**config.mk**
```make
export PLATFORM = sky130hd
export DESIGN_NAME = wb_stage
export DESIGN_NICKNAME = d
export VERILOG_FILES = /design/src/rtl/wb_stage_pkg.sv /design/src/rtl/wb_stage_load_align.sv /design/src/rtl/wb_stage.sv
export SDC_FILE = /design/constraint.sdc
export NUM_CORES = 1
export LEC_CHECK = 0
export BUFFER_PORTS_ARGS = -buffer_cell sky130_fd_sc_hd__buf_4
export CAP_MARGIN = 20
export CORE_ASPECT_RATIO = 1.5
export CORE_MARGIN = 2
export CORE_UTILIZATION = 48
export CTS_CLUSTER_DIAMETER = 80
export CTS_CLUSTER_SIZE = 24
export DETAILED_ROUTE_END_ITERATION = 8
export PLACE_DENSITY_LB_ADDON = 0.12
export SETUP_SLACK_MARGIN = 0.2
export SLEW_MARGIN = 25
export SYNTH_ARGS = -nofsm -noshare
export SYNTH_HDL_FRONTEND = slang
export SYNTH_SLANG_ARGS = --single-unit
```
**constraint.sdc**
```tcl
create_clock -name clk -period 2.2 [get_ports clk]
set_input_delay 0 -clock clk [delete_from_list [all_inputs] [get_ports clk]]
set_output_delay 0 -clock clk [all_outputs]
set_load 0.02 [all_outputs]
```
**src/rtl/wb_stage_pkg.sv**
```systemverilog
// wb_stage_pkg
//   Shared definitions for the write-back stage: bus widths, the layout of
//   the MEM->WB result bus, the byte-enable codes used for load alignment,
//   and small extension helpers shared by the load aligner.
//   No ports (package).
package wb_stage_pkg;

  localparam int IN_BUS_WD = 111;
  localparam int BY_BUS_WD = 38;

  // Byte-enable codes carried with a load; anything not listed is a word.
  typedef enum logic [3:0] {
    BEN_B0   = 4'b0001,
    BEN_B1   = 4'b0010,
    BEN_B2   = 4'b0100,
    BEN_B3   = 4'b1000,
    BEN_HLO  = 4'b0011,
    BEN_HHI  = 4'b1100,
    BEN_WORD = 4'b1111
  } ben_e;

  // Field order matches the MEM stage packing, MSB first.
  typedef struct packed {
    logic [2:0]  valid_stage;
    logic        rf_w_en;
    logic        sel_wd;
    logic        sext;
    logic [3:0]  b_en;
    logic [31:0] ram_rdata;
    logic [4:0]  waddr;
    logic [31:0] alu_result;
    logic [31:0] pc;
  } mem_to_wb_t;

  // Extend a byte to 32 bits, signed or unsigned.
  function automatic logic [31:0] ext_byte(input logic [7:0] val, input logic sext);
    return {{24{sext & val[7]}}, val};
  endfunction

  // Extend a halfword to 32 bits, signed or unsigned.
  function automatic logic [31:0] ext_half(input logic [15:0] val, input logic sext);
    return {{16{sext & val[15]}}, val};
  endfunction

endpackage

```
**src/rtl/wb_stage_load_align.sv**
```systemverilog
// load_align
//   Purely combinational load-data aligner. Picks the byte, halfword or
//   word addressed by the byte enables out of the raw RAM read data and
//   sign- or zero-extends it to 32 bits. Also used by the bypass unit to
//   forward MEM-stage loads, so it carries no state.
// Ports
//   ram_rdata    in  32  raw word read from data RAM
//   b_en         in  4   byte-enable code of the load
//   sext         in  1   1 = sign-extend byte/half, 0 = zero-extend
//   aligned_load out 32  aligned and extended load value
module load_align
  import wb_stage_pkg::*;
(
  input  logic [31:0] ram_rdata,
  input  logic [3:0]  b_en,
  input  logic        sext,
  output logic [31:0] aligned_load
);

  // Unknown byte-enable codes fall back to the full word so that a
  // malformed code never produces a partially zero result.
  always_comb begin
    aligned_load = ram_rdata;
    case (b_en)
      BEN_B0:  aligned_load = ext_byte(ram_rdata[7:0],   sext);
      BEN_B1:  aligned_load = ext_byte(ram_rdata[15:8],  sext);
      BEN_B2:  aligned_load = ext_byte(ram_rdata[23:16], sext);
      BEN_B3:  aligned_load = ext_byte(ram_rdata[31:24], sext);
      BEN_HLO: aligned_load = ext_half(ram_rdata[15:0],  sext);
      BEN_HHI: aligned_load = ext_half(ram_rdata[31:16], sext);
      default: aligned_load = ram_rdata;
    endcase
  end

endmodule

```
**src/rtl/wb_stage.sv**
```systemverilog
// wb_stage
//   Final pipeline stage (pipeline sink). Latches the MEM-stage result bus,
//   aligns load data, selects the write-back value and drives the register
//   file write port, the bypass bus and the debug trace.
// Ports
//   clk               in  1          clock, all state on posedge
//   reset             in  1          asynchronous reset, active low
//   MEM_to_WB_valid   in  1          upstream holds a valid instruction
//   WB_allow_in       out 1          stage can accept this cycle
//   MEM_to_WB_bus     in  IN_BUS_WD  packed mem_to_wb_t result bus
//   rf_we             out 1          register-file write enable
//   rf_waddr          out 5          register-file write address
//   rf_wdata          out 32         register-file write data
//   WB_to_BY_bus      out BY_BUS_WD  {by_valid, rf_waddr, rf_wdata}
//   debug_wb_pc       out 32         PC of the retiring instruction
//   debug_wb_rf_we    out 4          replicated rf_we
//   debug_wb_rf_wnum  out 5          register written
//   debug_wb_rf_wdata out 32         data written
module wb_stage
  import wb_stage_pkg::*;
(
  input  logic                 clk,
  input  logic                 reset,
  input  logic                 MEM_to_WB_valid,
  output logic                 WB_allow_in,
  input  logic [IN_BUS_WD-1:0] MEM_to_WB_bus,
  output logic                 rf_we,
  output logic [4:0]           rf_waddr,
  output logic [31:0]          rf_wdata,
  output logic [BY_BUS_WD-1:0] WB_to_BY_bus,
  output logic [31:0]          debug_wb_pc,
  output logic [3:0]           debug_wb_rf_we,
  output logic [4:0]           debug_wb_rf_wnum,
  output logic [31:0]          debug_wb_rf_wdata
);

  // Write-back never stalls, so the stage always accepts.
  localparam logic WB_READY_GO = 1'b1;

  logic        wb_valid;
  mem_to_wb_t  wb_reg;
  logic [31:0] aligned_load;
  logic        wr_ok;
  logic        by_valid;
  logic [1:0]  unused_bits;

  assign WB_allow_in = ~wb_valid | WB_READY_GO;

  // Stage register. The payload only updates on a real handoff, so a
  // bubble leaves stale data behind but clears the valid bit, which gates
  // every enable downstream.
  always_ff @(posedge clk or negedge reset) begin
    if (!reset) begin
      wb_valid <= 1'b0;
      wb_reg   <= '0;
    end else if (WB_allow_in) begin
      wb_valid <= MEM_to_WB_valid;
      if (MEM_to_WB_valid) begin
        wb_reg <= mem_to_wb_t'(MEM_to_WB_bus);
      end
    end
  end

  load_align u_load_align (
    .ram_rdata    (wb_reg.ram_rdata),
    .b_en         (wb_reg.b_en),
    .sext         (wb_reg.sext),
    .aligned_load (aligned_load)
  );

  // r0 is hardwired to zero, so writes to it are dropped here rather than
  // in the register file; that also keeps them off the bypass bus.
  assign wr_ok    = wb_valid & wb_reg.rf_w_en & (wb_reg.waddr != 5'd0);
  assign by_valid = wr_ok & wb_reg.valid_stage[2];

  assign rf_we    = wr_ok;
  assign rf_waddr = wb_reg.waddr;
  assign rf_wdata = wb_reg.sel_wd ? aligned_load : wb_reg.alu_result;

  assign WB_to_BY_bus = {by_valid, rf_waddr, rf_wdata};

  assign debug_wb_pc       = wb_reg.pc;
  assign debug_wb_rf_we    = {4{rf_we}};
  assign debug_wb_rf_wnum  = rf_waddr;
  assign debug_wb_rf_wdata = rf_wdata;

  // Lower stage-tracking bits are meaningful only to earlier stages.
  assign unused_bits = wb_reg.valid_stage[1:0];

endmodule
```
==> Flow_metrics.wiki <==
{| class="wikitable"
! Metric !! Value
|-
| Final max-slew violation count || 0
|-
| Largest driver fanout on the critical path || 8
|-
| Antenna diodes || 0
|-
| Post-layout minimum cycle time || 2.266 ns
|-
| H-tree lvl count || 3
|-
| Routed vias/inst || 5.188
|-
| Critical path required time || 2.20 ns
|-
| Achievable frequency || 441.4 MHz
|-
| Grt total ovfl || 0
|-
| Layout area overhead || 59.44%
|-
| Worst rel slew slack || 0.4918
|-
| Number of synthesized flops with an enable pin || 0
|-
| Yosys warning count || 0
|-
| Reported max-cap violation count || 0
|-
| Post-layout util || 0.7864
|-
| IO Port Bufs || 260
|-
| Number of antenna violations at the first check in global routing || 0
|-
| Number of clock sinks || 110
|-
| Max rail drop VDD || 0.0004868 V
|-
| Die Outline Area || 13340 µm²
|-
| Number of remaining DRC errors || 0
|-
| I/O pin count || 264
|-
| Number of standard cells in the layout, taps in and fillers out || 965
|-
| Final routed wirelength across all metal layers || 17860 µm
|-
| Root buffer selected by CTS || sky130_fd_sc_hd__clkbuf_16
|-
| Total Routing Usage GR || 0.2615
|-
| Cells after synthesis || 523
|-
| Final HPWL from detailed placement || 11190 µm
|-
| Static leakage power || 0.004261 µW
|-
| Fraction of registers with async set or reset after synthesis || 1.000
|-
| Routed len/inst || 18.50 µm
|-
| Kind of start point of the critical path || flip-flop
|-
| Vias in the first global route || 5267
|-
| Die extent in y || 140.4 µm
|-
| Core Region || 12080 µm²
|-
| Worst setup slack after layout || -0.06575 ns
|-
| Maximum root-to-sink buffer count || 2
|-
| Nets || 921
|-
| Unique masters post-synth || 40
|-
| Power Total || 6719 µW
|-
| Die outline width || 94.96 µm
|-
| Post-detailed-route count of antenna-violating nets || 0
|-
| Category of the critical setup timing path || reg -> out
|-
| Number of endpoints failing setup at the final stage || 42
|-
| Number of core rows || 49
|-
| Type of the tightest min-delay check || in -> async
|-
| Initial DRT Pass Iterations || 4
|-
| Ratio of final minimum period to clock period || 1.030
|-
| Worst hold margin || 0.2147 ns
|-
| Max FFs per register || 72
|-
| Result of the run || finished, violations left
|-
| TritonCTS Buffers || 9
|-
| R2r worst-path depth || 3
|-
| Ratio of cells with drive above 1 in the final layout || 0.6071
|-
| Prevailing post-synth register cell || sky130_fd_sc_hd__dfrtp_1
|-
| Final hold violation count || 0
|-
| Clock insertion delay at the later pin of the skew report || 0.34 ns
|-
| First-pass GRT wire length || 26800 µm
|-
| Violated checks || negative setup slack
|-
| Maximum number of pins on one net before global-route repair || 70
|-
| Crit path arrival time || 2.27 ns
|-
| Slew at the pin with the worst max-slew slack || 0.7624 ns
|-
| Total number of vias || 5006
|-
| Fin Clk Skew || 0 ns
|-
| CTS tree || done
|-
| Mapped Nets || 637
|-
| Top-area cell type share of the netlist area || 0.4621
|-
| Clock input transition at the sequential cells of the worst setup and hold paths || 0.07 ns
|-
| Number of DRC markers after the initial detailed-route iteration || 241
|-
| Post-synthesis sequential area ratio || 0.4621
|-
| Effective utilization at floorplan || 0.4932
|-
| Largest area contributor in the netlist || sky130_fd_sc_hd__dfrtp_1
|-
| Synth top area cells || sky130_fd_sc_hd__dfrtp_1 46%, sky130_fd_sc_hd__mux2_2 19%, sky130_fd_sc_hd__buf_4 15%
|-
| Synthesized cell area || 5957 µm²
|-
| PD cells || 707.4 nW/µm²
|-
| Total of flip-flops plus latches after synthesis || 110
|-
| Placer Congestion || 0.7921
|-
| Cell Count Post-Placement || 813
|-
| Avg Cell Area, Syn || 11.39 µm²
|-
| Final setup TNS || -1.860 ns
|-
| Type of destination of the critical path || output port
|-
| RSZ-0062 raised after global routing || yes
|}
[synth_stat cells (all sizes together), types with 2 or more instances]
| cell | count |
|---|---|
| a222oi | 8 |
| o21ai | 14 |
| nand2 | 13 |
| o21a | 8 |
| nor3 | 2 |
| clkbuf | 10 |
| a32oi | 7 |
| nor4b | 2 |
| buf | 134 |
| nor2 | 35 |
| mux2 | 99 |
| nand3b | 3 |
| inv | 9 |
| dfrtp | 110 |
| a21boi | 2 |
| or3 | 2 |
| o211ai | 7 |
| a221oi | 8 |
| nand3 | 4 |
| and2 | 2 |
| a21oi | 33 |
[repair_timing]
action / 4_1_cts / 5_1_grt
setup buffers: 15 / 9
endpoints found under the setup margin: 96 / 96
hold buffers: 111 / 0
cloned: 1 / 0
endpoints found under the hold margin: 155 / 0
gates resized for setup: 102 / 29
pin swaps: 19 / 19
[final cells by class]
cell class | instances | area [µm²]
clock buffers | 11 | 232.7
clock inverters | 5 | 36.28
fillers | 743 | 2580
inverters | 10 | 37.54
multi-input cells | 260 | 2527
flip-flops and latches | 110 | 2758
well taps | 153 | 191.4
repair buffers | 416 | 3715
[stage by stage]
step                area (µm²)  setup WS (ns)
CTS                       9271       -0.04460
global placement          7282        0.09221
floorplan                 5976        0.04297
global route              9498        -0.1589
finish                    9498       -0.06575
detailed placement        7282        0.06399
[cell families after synthesis]
kind of cell | count (synthesis) | synth area share
buf+inv | 154 | 0.1777
flops | 110 | 0.4621
mux | 99 | 0.1871
compound gates | 92 | 0.1086
simple gates | 65 | 0.05839
xor+xnor | 2 | 0.005463
other cells | 1 | 0.0006295
[placed cells by master, fill, tap and decap left out, types with 2 or more instances in the layout]
master / instances
sky130_fd_sc_hd__dlygate4sd3_1: 111
sky130_fd_sc_hd__xnor2_4: 2
sky130_fd_sc_hd__buf_12: 8
sky130_fd_sc_hd__o211ai_1: 7
sky130_fd_sc_hd__a21oi_2: 27
sky130_fd_sc_hd__a21boi_2: 2
sky130_fd_sc_hd__nor2_2: 3
sky130_fd_sc_hd__buf_4: 240
sky130_fd_sc_hd__nand3_1: 3
sky130_fd_sc_hd__clkbuf_1: 2
sky130_fd_sc_hd__clkinvlp_4: 3
sky130_fd_sc_hd__nor2_1: 30
sky130_fd_sc_hd__o21a_1: 4
sky130_fd_sc_hd__buf_6: 57
sky130_fd_sc_hd__o21ai_0: 11
sky130_fd_sc_hd__a221oi_4: 2
sky130_fd_sc_hd__a222oi_1: 8
sky130_fd_sc_hd__a221oi_2: 6
sky130_fd_sc_hd__a21oi_1: 5
sky130_fd_sc_hd__nor4b_4: 2
sky130_fd_sc_hd__nand3b_1: 2
sky130_fd_sc_hd__mux2_2: 99
sky130_fd_sc_hd__dfrtp_1: 106
sky130_fd_sc_hd__o21a_2: 4
sky130_fd_sc_hd__a32oi_2: 6
sky130_fd_sc_hd__or3_1: 2
sky130_fd_sc_hd__inv_1: 9
sky130_fd_sc_hd__dfrtp_2: 4
sky130_fd_sc_hd__nand2_1: 13
sky130_fd_sc_hd__clkbuf_16: 9
sky130_fd_sc_hd__nor2_4: 2
[final timing paths]
check	startpoint	endpoint	slack (ns)
setup reg to reg	wb_reg[106]	wb_reg[106]	1.10
hold reg to reg	wb_reg[107]	wb_reg[107]	0.51
max in group asynchronous	reset	wb_reg[80]	1.22
hold / removal	reset	wb_valid	0.21
min in group clk	MEM_to_WB_bus[73]	wb_reg[73]	0.41
setup / recovery	wb_reg[104]	rf_wdata[4]	-0.07
[worst max-delay path, stage by stage (launching register included)]
cell                       delay [ns]
sky130_fd_sc_hd__dfrtp_2         0.46
sky130_fd_sc_hd__buf_4           0.14
sky130_fd_sc_hd__buf_4           0.13
sky130_fd_sc_hd__nor4b_4         0.05
sky130_fd_sc_hd__buf_4           0.15
sky130_fd_sc_hd__a222oi_1        0.45
sky130_fd_sc_hd__o211ai_1        0.18
sky130_fd_sc_hd__o21a_1          0.20
sky130_fd_sc_hd__buf_6           0.15
[metal layers]
| layer | global-route usage | vias to the layer above | wire [µm] |
|---|---|---|---|
| met1 | 0.3065 | 2497 | 6707 |
| met4 | 0.06789 | 0 | 302 |
| li1 | - | 2286 | - |
| met5 | 0 | - | 0 |
| met3 | 0.04680 | 21 | 969 |
| met2 | 0.4823 | 202 | 9875 |
[where the power goes]
group,leakage (µW),switching [µW],internal (µW)
clock network,0.000122,744,770
registers,0.00129,168,2220
logic,0.00285,1420,1400
total,0.00426,2330,4390
No activity file was read; power rests on OpenSTA's default activity.
